### src/rtl/dmem_arbiter.sv
// Two-requester arbiter for the single-port data BRAM behind the MEM stage.
// The CPU load/store path normally wins. The DMA/CP2 requester gets one forced
// grant after MAX_WAIT consecutive refused cycles. A LAT-deep tag pipeline
// returns BRAM read data to the requester that issued the read.
module dmem_arbiter #(
  parameter int ADDR_W   = 30,
  parameter int DATA_W   = 32,
  parameter int LAT      = 2,
  parameter int MAX_WAIT = 4
) (
  input  logic                clk,
  input  logic                reset,
  // CPU load/store port
  input  logic                cpu_req,
  input  logic [DATA_W/8-1:0] cpu_we,
  input  logic [ADDR_W-1:0]   cpu_addr,
  input  logic [DATA_W-1:0]   cpu_wdata,
  output logic                cpu_gnt,
  output logic                cpu_stall,
  output logic                cpu_rvalid,
  output logic [DATA_W-1:0]   cpu_rdata,
  // DMA / CP2 port
  input  logic                dma_req,
  input  logic [DATA_W/8-1:0] dma_we,
  input  logic [ADDR_W-1:0]   dma_addr,
  input  logic [DATA_W-1:0]   dma_wdata,
  output logic                dma_gnt,
  output logic                dma_rvalid,
  output logic [DATA_W-1:0]   dma_rdata,
  // BRAM port
  output logic                mem_en,
  output logic [DATA_W/8-1:0] mem_wea,
  output logic [ADDR_W-1:0]   mem_addr,
  output logic [DATA_W-1:0]   mem_wdata,
  input  logic [DATA_W-1:0]   mem_rdata
);

  localparam int BE_W  = DATA_W / 8;
  localparam int CNT_W = (MAX_WAIT < 1) ? 1 : $clog2(MAX_WAIT + 1);
  localparam logic [CNT_W-1:0] WAIT_LIMIT = CNT_W'(MAX_WAIT);

  typedef enum logic {
    OWNER_CPU = 1'b0,
    OWNER_DMA = 1'b1
  } owner_e;

  // One in-flight access: does it expect read data, and who gets it.
  typedef struct packed {
    logic   valid;
    owner_e owner;
  } tag_t;

  logic [CNT_W-1:0] wait_cnt;
  logic             force_dma;
  logic             any_gnt;
  logic             issue_read;
  tag_t             tag_q [LAT];
  tag_t             tag_out;

  // Grant: CPU has priority unless the DMA has starved for MAX_WAIT cycles.
  assign force_dma = dma_req && (wait_cnt == WAIT_LIMIT);
  assign dma_gnt   = dma_req && (!cpu_req || force_dma);
  assign cpu_gnt   = cpu_req && !dma_gnt;
  assign cpu_stall = cpu_req && !cpu_gnt;
  assign any_gnt   = cpu_gnt || dma_gnt;

  // Steer the winner's request onto the BRAM port; idle port is driven to zero.
  always_comb begin
    // NOTE: every output gets a default first so no path leaves it unassigned (no latch).
    mem_en    = 1'b0;
    mem_wea   = '0;
    mem_addr  = '0;
    mem_wdata = '0;
    if (dma_gnt) begin
      mem_en    = 1'b1;
      mem_wea   = dma_we;
      mem_addr  = dma_addr;
      mem_wdata = dma_wdata;
    end else if (cpu_gnt) begin
      mem_en    = 1'b1;
      mem_wea   = cpu_we;
      mem_addr  = cpu_addr;
      mem_wdata = cpu_wdata;
    end
  end

  assign issue_read = any_gnt && (mem_wea == BE_W'(0));

  // Starvation counter: counts consecutive refused DMA cycles, saturating.
  always_ff @(posedge clk) begin
    // NOTE: state updates use non-blocking assignments so all flops sample pre-edge values.
    if (reset) begin
      wait_cnt <= '0;
    end else if (!dma_req || dma_gnt) begin
      wait_cnt <= '0;
    end else if (wait_cnt != WAIT_LIMIT) begin
      wait_cnt <= wait_cnt + 1'b1;
    end
  end

  // Return-tag pipeline: tracks each issued read until its data leaves the BRAM.
  always_ff @(posedge clk) begin
    if (reset) begin
      // NOTE: the tag stages are reset because stale valid bits would emit phantom
      // responses; read data itself is never stored here, so nothing else needs clearing.
      for (int i = 0; i < LAT; i++) begin
        tag_q[i].valid <= 1'b0;
        tag_q[i].owner <= OWNER_CPU;
      end
    end else begin
      tag_q[0].valid <= issue_read;
      tag_q[0].owner <= dma_gnt ? OWNER_DMA : OWNER_CPU;
      for (int i = 1; i < LAT; i++) begin
        tag_q[i] <= tag_q[i-1];
      end
    end
  end

  assign tag_out    = tag_q[LAT-1];
  assign cpu_rvalid = tag_out.valid && (tag_out.owner == OWNER_CPU);
  assign dma_rvalid = tag_out.valid && (tag_out.owner == OWNER_DMA);
  assign cpu_rdata  = cpu_rvalid ? mem_rdata : '0;
  assign dma_rdata  = dma_rvalid ? mem_rdata : '0;

endmodule

### config.mk
export PLATFORM = sky130hd
export DESIGN_NAME = dmem_arbiter
export DESIGN_NICKNAME = d
export VERILOG_FILES = /design/src/rtl/dmem_arbiter.sv
export SDC_FILE = /design/constraint.sdc
export NUM_CORES = 1
export LEC_CHECK = 0
export CAP_MARGIN = 10
export CORE_AREA = 2 2 118 120
export CTS_BUF_LIST = sky130_fd_sc_hd__clkbuf_8
export CTS_CLUSTER_DIAMETER = 40
export DETAILED_ROUTE_END_ITERATION = 12
export DIE_AREA = 0 0 120 122
export HOLD_SLACK_MARGIN = 0.12
export MAX_ROUTING_LAYER = met4
export PLACE_DENSITY = 0.66
export SYNTH_ARGS = -nofsm -noshare
export SYNTH_HDL_FRONTEND = slang
export SYNTH_SLANG_ARGS = --single-unit
### constraint.sdc
create_clock -name clk -period 3.85 [get_ports clk]
set_input_delay 0.77 -clock clk [delete_from_list [all_inputs] [get_ports clk]]
set_output_delay 0.77 -clock clk [all_outputs]
set_load 0.03 [all_outputs]
# Word level (Yosys, flattened, before mapping)
# Memories as Yosys holds them, arrays and structs flattened.
# Index checks and enable logic that the tools add are counted.
# W data, S select, Z words.
# word_totals
register_bits	3
output_inout_bits	136
ramBits	4
wordCells	42
input_bits	168
mem_count	1
# mem_list
memory	depth	word_bits	rd	rd_clocked_by_memory_dff	write_ports	line_no	source
tag_q	2	2	2	0	2	57	tag_t tag_q [LAT];
# op_classes
reduce_logical	16
n_eq_ne	2
n_bitwise	4
n_addsub	1
mux	17
# op_table
op	count
$mux W32	4
$mux W30	2
$mux W1	8
$mux W4	2
$logic_and A1 B1 Y1	7
$logic_not A1 Y1	4
$logic_not A4 Y1	1
$add A3 B1 Y3 const B	1
$eq A3 B3 Y1 const B	1
$logic_or A1 B1 Y1	3
$ne A3 B3 Y1 const B	1
$or A1 B1 Y1	3
$mux W2	1
$reduce_or A2 Y1	1
$not A1 Y1	1

# Longest topological paths before layout
# logic_depth
ltp_word	11
ltp_mapped	7
depth_no_buf	5

# Least setup slack after synthesis
# OpenSTA, ideal clock, no wires.
# synth_timing
path_kind	input port to output port
startpoint	input dma_req
endpoint	output mem_wdata[10]
path_slack_ns	1.011
cell_stages	6
n_path_buf	3
t_arrival_ns	2.069
required_ns	3.080
cell_sequence	buf_2 inv_2 o21ai_2 buf_6 buf_6 mux2i_1
# synth_via
elab_chain_len	7
# synth_lines
item	line_no	source
start: declaration	23	input logic dma_req,
$logic_and A1 B1 Y1	61	assign force_dma = dma_req && (wait_cnt == WAIT_LIMIT);
$logic_or A1 B1 Y1	62	assign dma_gnt = dma_req && (!cpu_req || force_dma);
$logic_and A1 B1 Y1 (*)	62	
$logic_not A1 Y1	63	assign cpu_gnt = cpu_req && !dma_gnt;
$logic_and A1 B1 Y1	63	
$mux W32	79	end else if (cpu_gnt) begin
$mux W32 (*)	74	if (dma_gnt) begin
end: declaration	34	output logic [DATA_W-1:0] mem_wdata,
# Mark *: on every way between the ends. The rest lies on a longest branch, timed or not.

# Final worst setup path
# layout_timing
startpoint	input dma_req
endpoint	output mem_addr[27]
# layout_via
elab_chain_len	7
# layout_lines
item	line_no	source
$logic_and A1 B1 Y1	61	
$logic_or A1 B1 Y1	62	
$logic_and A1 B1 Y1 (*)	62	
$logic_not A1 Y1	63	
$logic_and A1 B1 Y1	63	
$mux W30	79	
$mux W30 (*)	74	
end: declaration	33	output logic [ADDR_W-1:0] mem_addr,
# Marks and branches as above.

==> metrics.md <==
| Metric | Value |
|---|---|
| Worst-path maximum fanout | `31` |
| Commonest non-fill, non-tap cell in the layout | `clkdlybuf4s50_1` |
| Final worst path period need | `3.282 ns` |
| Switching Power | `0.3018 mW` |
| Fillers | `1,365` |
| Top FF cell, synth | `dfxtp_1` |
| Final Hold Fails | `0` |
| I/O pin total | `304` |
| DP HPWL | `9846 um` |
| Final setup margin | `0.5677 ns` |
| Max_slew headroom | `61.26%` |
| Simple-gate area share of the yosys netlist | `36.81%` |
| Setup TNS | `0 ns` |
| Pwr dens | `142.8 nW/um^2` |
| Core area | `13,500 um^2` |
| Post-synthesis adder-cell area fraction | `1.241%` |
| 1st-iter DRT viols | `84` |
| CP endpoint kind | `output port` |
| Resized Gates After CTS | `0` |
| Commonest non-fill, non-tap cells in the layout | `235 x clkdlybuf4s50_1, 71 x inv_1, 68 x nand2_1, 66 x mux2i_1, 64 x buf_4` |
| Final period utilization | `85.26%` |
| Drt pass-1 iters | `4` |
| Antenna-violating nets left | `0` |
| Status | `finished clean` |
| DRC | `0` |
| Wire per inst | `14.31 um` |
| Root Driver | `clkbuf_8` |
| Post-synth ARST share | `0%` |
| Post-CTS Setup Inserts | `0` |
| Number of synthesized flops with an enable pin | `0` |
| Via count | `3,147` |
| Clock Latency Late Sink | `0.23 ns` |
| Largest net degree at the start of global routing | `54` |
| H-tree Lvls | `1` |
| Cts bufs inserted | `3` |
| CP Class | `in2out` |
| Layout cells sized above 1 | `13.40%` |
| Cells after synthesis | `322` |
| Clock Sinks | `7` |
| Sequential area share after synthesis | `6.952%` |
| Avg Vias per Cell | `3.973` |
| Post-Synthesis Net Count | `492` |
| Setup Skew | `0.002504 ns` |
| DP Worst Slack | `0.5130 ns` |
| Initial antenna violation count | `0` |
| Leakage power | `2.642 nW` |
| Achievable Freq | `0.3047 GHz` |
| Area leader, netlist | `mux2i_1` |
| Largest family of logic cells by synthesized area | `simple AND/OR/NAND/NOR gates` |
| #FFs+latches synth | `7` |
| GPL Wtd Cong | `0.8136` |
| HP Class | `reg2reg` |
| Final hold slack | `0.4297 ns` |
| Max Cap Viol | `0` |
| RSZ-0062 raised after global routing | `false` |
| Seq pwr share | `10.2%` |
| Setup Viol. Count Final | `0` |
| Post-Syn Area per Cell | `6.260 um^2` |
| Mapped Area | `2016 um^2` |
| Synth warn | `0` |
| Worst Reg-to-Reg Cells | `5` |
| Clock power frac | `14.0%` |
| Clock tree buffer depth | `2` |
| Yosys cell types | `24` |
| Routed WL | `11,340 um` |
| Worst EP required | `3.08 ns` |
| Gr usage total | `14.73%` |
| Top-area cell type share of the netlist area | `32.77%` |
| Die height | `122 um` |
| # diodes | `0` |
| Worst Max-Slew Pin Slew | `0.5790 ns` |
| First-pass GRT wire length | `16,490 um` |
| Hold path cells | `1` |
| Worst EP arrival | `2.51 ns` |
| CTS tree | `yes` |
| Area contributors post-synth | `mux2i_1 33%, inv_1 13%, nand2_1 13%` |
| Fin cells | `792` |
| Clock-pin slew on the worst setup and hold paths | `0.04 ns` |
| Max VDD drop | `0.1003 mV` |
| Grt total ovfl | `0` |
| Switching share of power | `40.66%` |
| Site Rows | `43` |
| Inst Count DP | `788` |
| Mux share of post-synthesis cell area | `32.77%` |
| Starting density of the core | `14.93%` |
| DIE WIDTH | `120 um` |
| Area grow syn2layout | `157.8%` |
| Startpoint class of the critical path | `primary input` |
| Die area | `14,640 um^2` |
| Combinational share of power | `75.8%` |
| Slew Viols, Final | `0` |
| Area share of xor/xnor cells in the synthesized design | `0%` |
| Vias in the first global route | `3,111` |
| I/O Buffers | `303` |
| Compound-cell area share of the yosys netlist | `2.297%` |
| Cts hold-fix bufs | `0` |
| Internal Power | `0.4404 mW` |
| Nets | `783` |
synthesized netlist by cell type (2+ instances only):
library cell,number
ha_1,2
and2_1,33
nor2_1,2
buf_2,3
clkbuf_1,13
buf_4,3
a21oi_1,2
nor3_1,2
inv_1,70
mux2i_1,66
nor3b_1,2
buf_6,4
nor2b_1,3
dfxtp_1,7
and3_1,34
nand2_1,68
path summary, 6_finish.rpt:
path / start / end / slack (ns)
worst min-delay path: tag_q[0][0] / tag_q[0][2] / 0.43
worst max-delay path: dma_req / mem_addr[27] / 0.57
worst max register to register: wait_cnt[0] / tag_q[0][1] / 2.57
worst min register to register: tag_q[0][0] / tag_q[0][2] / 0.43
metal layers:
layer  GRT usage (%)  share of wire, %
met5               -                 0
met4           3.971               1.2
met3           1.639               7.2
met2           27.27                52
met1           16.77                40
sequential cells by signal, summed over array words and instances (netlist names):
| signal | cells |
|---|---|
| wait_cnt | 3 |
| tag_q | 4 |
kinds of logic (layout without fill, tap and decap cells):
group | count (synthesis) | count (layout)
AOI/OAI and AO/OA | 6 | 6
adders and majority gates | 2 | 2
buffers and inverters | 95 | 385
DFF | 7 | 7
muxes | 66 | 66
and+or+nand+nor | 146 | 146
area by class of cell:
| type | count | area [um^2] | area share (%) |
|---|---|---|---|
| Clock buffer | 3 | 41.29 | 0.7946 |
| Clock inverter | 1 | 3.754 | 0.07224 |
| Inverter | 71 | 266.5 | 5.129 |
| Multi-Input combinational cell | 220 | 1481 | 28.51 |
| Sequential cell | 7 | 140.1 | 2.697 |
| Tap cell | 180 | 225.2 | 4.334 |
| Timing Repair Buffer | 310 | 3038 | 58.46 |
power by group through the flow:
| stage | registers, mW | logic, mW | clock network (mW) |
|---|---|---|---|
| 4_1_cts | 0.0755 | 0.569 | 0.105 |
| 3_5_place_dp | 0.0767 | 0.566 | 0 |
| 5_1_grt | 0.0756 | 0.597 | 0.108 |
| 2_1_floorplan | 0.0770 | 0.245 | 0 |
| 6_report | 0.0755 | 0.563 | 0.104 |
| 3_3_place_gp | 0.0765 | 0.560 | 0 |
worst max-delay path: stages:
cell and delay [ns]:
buf_2 0.29, inv_2 0.12, o21ai_4 0.51, buf_12 0.30, mux2i_1 0.29, buf_4 0.20
stage by stage:
stage | utilization, % | area, um^2 | power, mW
floorplan | - | 2016 | 0.3222
global placement | 38.15 | 5151 | 0.6361
detailed placement | 38.15 | 5151 | 0.6428
CTS | 38.48 | 5196 | 0.7497
global route | 38.48 | 5196 | 0.7808
finish | 38.48 | 5196 | 0.7422
No activity file was read; power rests on OpenSTA's default activity.
